## src/rtl/duty_meas_ctrl_pkg.sv

```systemverilog
// Shared types and helpers for the duty/phase measurement sequencer.
// Holds FSM encodings, result error bit positions and the count sanity check.
package duty_meas_ctrl_pkg;

    typedef enum logic [2:0] {
        ST_IDLE   = 3'd0,
        ST_GATE   = 3'd1,
        ST_SETTLE = 3'd2,
        ST_CHECK  = 3'd3,
        ST_HOLD   = 3'd4
    } state_t;

    localparam int ERR_STALE    = 0;
    localparam int ERR_SUM      = 1;
    localparam int MIN_GATE_DEF = 16;

    // Sum and difference carried at 33 bits so high+low can never wrap.
    function automatic logic [1:0] eval_err(input logic [31:0] r,
                                            input logic [31:0] h,
                                            input logic [31:0] l,
                                            input logic [31:0] pre,
                                            input logic [31:0] tol);
        logic [32:0] sum;
        logic [32:0] diff;
        logic [1:0]  err;
        sum  = {1'b0, h} + {1'b0, l};
        diff = ({1'b0, r} >= sum) ? ({1'b0, r} - sum) : (sum - {1'b0, r});
        err  = '0;
        err[ERR_STALE] = (r == pre);
        err[ERR_SUM]   = (diff > {1'b0, tol});
        return err;
    endfunction

endpackage

```

## src/rtl/duty_meas_ctrl_gate_timer.sv

```systemverilog
// Loadable down-counter with zero flag; parks at zero until reloaded.
// Used for both the gate window and the post-gate settle window.
module gate_timer #(
    parameter int W = 32
) (
    input  logic         clk100M,
    input  logic         rst_n,
    input  logic         load,
    input  logic [W-1:0] load_val,
    input  logic         en,
    output logic [W-1:0] cnt,
    output logic         zero
);

    assign zero = (cnt == '0);

    always_ff @(posedge clk100M or negedge rst_n) begin
        if (!rst_n)
            cnt <= '0;
        else if (load)
            cnt <= load_val;
        else if (en && !zero)
            cnt <= cnt - 1'b1;
    end

endmodule

```

## src/rtl/duty_meas_ctrl.sv

```systemverilog
// Measurement sequencer for the 400M duty/phase counter: drives its gate,
// waits for results to settle, snapshots and sanity-checks them, hands off to host.
module duty_meas_ctrl
    import duty_meas_ctrl_pkg::*;
#(
    parameter int unsigned SETTLE_CYC = 4096,
    parameter int unsigned TOL        = 2,
    parameter int unsigned MIN_GATE   = MIN_GATE_DEF
) (
    input  logic        clk100M,
    input  logic        rst_n,
    input  logic        start,
    input  logic        abort,
    input  logic [31:0] gate_len,
    output logic        gate,
    output logic        busy,
    input  logic [31:0] cnt_r_in,
    input  logic [31:0] cnt_h_in,
    input  logic [31:0] cnt_l_in,
    output logic        res_valid,
    input  logic        res_ready,
    output logic [31:0] res_total,
    output logic [31:0] res_high,
    output logic [31:0] res_low,
    output logic [1:0]  res_err
);

    localparam int SW = $clog2(SETTLE_CYC + 1);

    state_t        state, state_d;
    logic          gate_d, vld_d;
    logic          gate_ld, settle_ld, cap;
    logic [31:0]   len_eff, pre_r;
    logic [31:0]   g_cnt;
    logic [SW-1:0] s_cnt;
    logic          g_zero, s_zero;

    assign len_eff = (gate_len < MIN_GATE) ? 32'(MIN_GATE) : gate_len;
    assign busy    = (state != ST_IDLE);

    // Loaded with len-1 so the window spans len-1..0, i.e. exactly len cycles.
    gate_timer #(.W(32)) u_gate_tmr (
        .clk100M  (clk100M),
        .rst_n    (rst_n),
        .load     (gate_ld),
        .load_val (len_eff - 32'd1),
        .en       (state == ST_GATE),
        .cnt      (g_cnt),
        .zero     (g_zero)
    );

    gate_timer #(.W(SW)) u_settle_tmr (
        .clk100M  (clk100M),
        .rst_n    (rst_n),
        .load     (settle_ld),
        .load_val (SW'(SETTLE_CYC - 1)),
        .en       (state == ST_SETTLE),
        .cnt      (s_cnt),
        .zero     (s_zero)
    );

    always_comb begin
        state_d   = state;
        gate_d    = gate;
        vld_d     = res_valid;
        gate_ld   = 1'b0;
        settle_ld = 1'b0;
        cap       = 1'b0;
        if (abort) begin
            state_d = ST_IDLE;
            gate_d  = 1'b0;
            vld_d   = 1'b0;
        end else begin
            unique case (state)
                ST_IDLE: if (start) begin
                    gate_ld = 1'b1;
                    gate_d  = 1'b1;
                    state_d = ST_GATE;
                end
                ST_GATE: if (g_zero) begin
                    gate_d    = 1'b0;
                    settle_ld = 1'b1;
                    state_d   = ST_SETTLE;
                end
                ST_SETTLE: if (s_zero) state_d = ST_CHECK;
                ST_CHECK: begin
                    cap     = 1'b1;
                    vld_d   = 1'b1;
                    state_d = ST_HOLD;
                end
                ST_HOLD: if (res_ready) begin
                    vld_d   = 1'b0;
                    state_d = ST_IDLE;
                end
                default: begin
                    state_d = ST_IDLE;
                    gate_d  = 1'b0;
                    vld_d   = 1'b0;
                end
            endcase
        end
    end

    always_ff @(posedge clk100M or negedge rst_n) begin
        if (!rst_n) begin
            state     <= ST_IDLE;
            gate      <= 1'b0;
            res_valid <= 1'b0;
            pre_r     <= '0;
            res_total <= '0;
            res_high  <= '0;
            res_low   <= '0;
            res_err   <= '0;
        end else begin
            state     <= state_d;
            gate      <= gate_d;
            res_valid <= vld_d;
            if (gate_ld)
                pre_r <= cnt_r_in;
            if (cap) begin
                res_total <= cnt_r_in;
                res_high  <= cnt_h_in;
                res_low   <= cnt_l_in;
                res_err   <= eval_err(cnt_r_in, cnt_h_in, cnt_l_in, pre_r, 32'(TOL));
            end
        end
    end

endmodule

```

## config.mk

```make
export PLATFORM = sky130hd
export DESIGN_NAME = duty_meas_ctrl
export DESIGN_NICKNAME = d
export VERILOG_FILES = /design/src/rtl/duty_meas_ctrl_pkg.sv /design/src/rtl/duty_meas_ctrl_gate_timer.sv /design/src/rtl/duty_meas_ctrl.sv
export SDC_FILE = /design/constraint.sdc
export NUM_CORES = 1
export LEC_CHECK = 0
export ABC_AREA = 1
export BUFFER_PORTS_ARGS = -buffer_cell sky130_fd_sc_hd__buf_4
export CORE_MARGIN = 1
export CORE_UTILIZATION = 50
export CTS_BUF_LIST = sky130_fd_sc_hd__clkbuf_8 sky130_fd_sc_hd__clkbuf_16
export DETAILED_ROUTE_END_ITERATION = 10
export MAX_ROUTING_LAYER = met4
export PLACE_DENSITY = 0.7
export REMOVE_ABC_BUFFERS = 1
export SLEW_MARGIN = 30
export SYNTH_ARGS = -nofsm -noshare
export SYNTH_HDL_FRONTEND = slang
export SYNTH_HIERARCHICAL = 1
export SYNTH_SLANG_ARGS = --single-unit
```

## constraint.sdc

```tcl
create_clock -name clk100M -period 5.8 [get_ports clk100M]
set_input_delay 0 -clock clk100M [delete_from_list [all_inputs] [get_ports clk100M]]
set_output_delay 0 -clock clk100M [all_outputs]
set_load 0.02 [all_outputs]
```

==> metrics.yaml <==
p_seq_share_pct: 27.5
maxSlewViolCount: 0
p_sw_mw: 4.13
cts_root_buf: "clkbuf_16"
comb_power_share_pct: 57.6
antenna_found_initial: 2
synth_edf_count: 0
fin_setup_tns_ps: 0
die-area_sq_mm: 0.0326
synth_top_flop_cell: "dfrtp_1"
fmax_mhz: 186
yosysSeqAreaShare_pct: 28.2
skew_ps: 8.31
layout-drive-gt1-share_pct: 15.2
grt_pass1_vias: 16400
avgSynthCellArea_sq_um: 6.61
yosys.area.top_type: "dfrtp_1"
die_w_um: 181
critPathSlowestCell: "dlygate4sd3_1"
pin_count: 234
areaGrowthSynthToFinish_pct: 23.9
rsz0062_at_grt: "false"
htree_levels: 4
synth_top_area_share_pct: 28.2
start_kind: "primary input"
routed_wl_mm: 55.6
finalSetupViolCount: 0
vias: 17100
ir_drop_uv: 328
cts_tree: "built"
portBuffers: 233
slew_headroom_pct: 41.9
syn-cell-area_sq_mm: 0.0159
mostFrequentLayoutCell: "nand2_1"
critPathArrivalTime_ps: 5730
die_h_um: 181
globalplace.congestion: 1.14
drv_cap: 0
cts_max_path_buffers: 2
grt_pass1_wl_mm: 88.4
firstDrtPassIters: 8
powerDensity_mw_per_mm2: 426
cpMostUsedCell: "nand2_1"
tightestPinTransition_ps: 872
netlist_instances: 2414
final_area_sq_mm: 0.0198
ant_nets: 0
internal-power_mw: 4.28
drt_iter0_markers: 1469
critPathMaxFanout: 37
num_rows: 65
status: "complete, no violations"
place_area_sq_mm: 0.0180
dpl.hpwl_mm: 43.1
routed_via_density: 5.43
grt_usage_pct: 35.4
fillers: 2845
cts.sinks: 180
min_period_ps: 5370
path_class: "primary input to flip-flop"
swShare_pct: 49.1
synth_seq_cells: 180
min_path_type: "primary input to flip-flop"
yosysUniqueCellTypes: 57
netlist_top_cells_area: "dfrtp_1, nand2_1, ha_1, inv_1, nor2_1"
grt_max_degree: 108
fin_crit_sh_pct: 92.7
grt-ovfl-total: 0
wl_per_cell_um: 17.6
cpPeakStageDelay_ps: 550
yosysWarnings: 6
hold_violations: 0
cts_buffers: 17
core_area_sq_mm: 0.0315
layout_common_cells: "nand2_1, buf_4, inv_1, nor2_1, dfrtp_1"
worstPathRequired_ps: 6150
end_kind: "flip-flop"
post-route-drc-count: 0
synthArstFlopShare_pct: 100
fin_nets: 2973
p_clk_share_pct: 14.9
p_leak_nw: 10.3
cts_setup_buffers: 0
clk_latency_ps: 460
clk_pin_slew_worst_paths_ps: 80
start_util_pct: 50.7
-- power groups by stage --
stage | registers [mW] | logic, mW | clock network [mW]
6_report | 2.31 | 4.85 | 1.25
5_1_grt | 2.38 | 5.31 | 1.32
4_1_cts | 2.29 | 4.77 | 1.27
3_5_place_dp | 2.30 | 4.69 | 0
3_3_place_gp | 2.28 | 4.62 | 0
2_1_floorplan | 2.65 | 2.68 | 0
-- layout make-up --
type / instances / area [sq um] / share of cell area, %
timing repair buffer: 356 / 2960 / 15.0
antenna: 2 / 5.00 / 0.0253
clock inverter: 12 / 144 / 0.728
inverter: 244 / 921 / 4.66
sequential: 180 / 4500 / 22.8
multi-input combinational: 1938 / 10300 / 51.9
clock buffer: 20 / 467 / 2.36
tap: 402 / 503 / 2.55
-- state kept, by name (all words and copies together) (netlist names) --
| register | cells |
|---|---|
| gate | 1 |
| pre_r | 32 |
| res_err | 2 |
| res_high | 32 |
| res_low | 32 |
| res_total | 32 |
| res_valid | 1 |
| state | 3 |
| u_gate_tmr/cnt | 32 |
| u_settle_tmr/cnt | 13 |
-- path summary, 6_finish.rpt --
| path | to | slack (ps) | cells after the start | startpoint |
|---|---|---|---|---|
| min in group asynchronous | res_high[5]$_DFFE_PN0P_ | 190 | 2 | rst_n |
| max in group asynchronous | res_low[28]$_DFFE_PN0P_ | 4490 | 3 | rst_n |
| worst max register to register | u_gate_tmr/cnt[12]$_DFFE_PN0P_ | 2860 | 10 | state[0]$_DFFE_PN0P_ |
| worst max-delay path | res_err[1]$_DFFE_PN0P_ | 430 | 39 | cnt_l_in[0] |
| worst min register to register | res_low[5]$_DFFE_PN0P_ | 470 | 2 | res_low[5]$_DFFE_PN0P_ |
| worst min-delay path | u_gate_tmr/cnt[9]$_DFFE_PN0P_ | 20 | 7 | gate_len[9] |
-- cell families after synthesis --
family,synth area share (%)
and+or+nand+nor,37.8
AOI/OAI and AO/OA,12.1
buffers and inverters,7.85
muxes,0.126
xor gates and xnor gates,5.66
other,0.0471
DFF,28.2
adders and majority gates,8.22
-- Yosys cell counts, types with 22 or more instances --
library cell  count
nand2_1         820
inv_1           235
nor2_1          213
dfrtp_1         180
o21ai_0         154
nand3_1         153
a21oi_1         121
ha_1            100
xor2_1           64
xnor2_1          39
or2_2            35
nand4_1          34
clkbuf_1         32
nor3_1           23
nand2_2          22
-- what timing repair did --
action                                 in CTS  in global routing
setup endpoints to repair                   0                  1
resized for setup                           0                  4
endpoints found under the hold margin     247                  0
hold buffers                              110                  0
-- per-layer routing --
layer	wire length [um]	global-route usage, %	vias up
li1	-	-	8369
met3	3690	5.92	63
met4	1050	8.48	0
met1	25400	47.0	8089
met2	25500	56.3	619
met5	0	-	-
-- metrics by stage --
stage | std cells | setup slack (ps) | power (mW) | hold slack, ps | utilization (%)
after floorplan | 2362 | -1710 | 5.33 | -296 | -
after global placement | 3010 | 578 | 6.90 | 178 | 57.3
after detailed placement | 3010 | 310 | 6.99 | 191 | 57.3
after CTS | 3152 | 200 | 8.33 | 5.28 | 62.7
after global routing | 3154 | 63.6 | 9.02 | 33.6 | 62.8
final | 3154 | 426 | 8.41 | 22.7 | 62.8
-- critical path: cells and delay by family --
family                   cells  cell delay, ps
AND/OR/NAND/NOR             25            2640
buffers and inverters        6            1090
adder cells (fa/ha/maj)      3            1030
AO/OA/AOI/OAI                5             930
(Power assumes the default switching activity.)
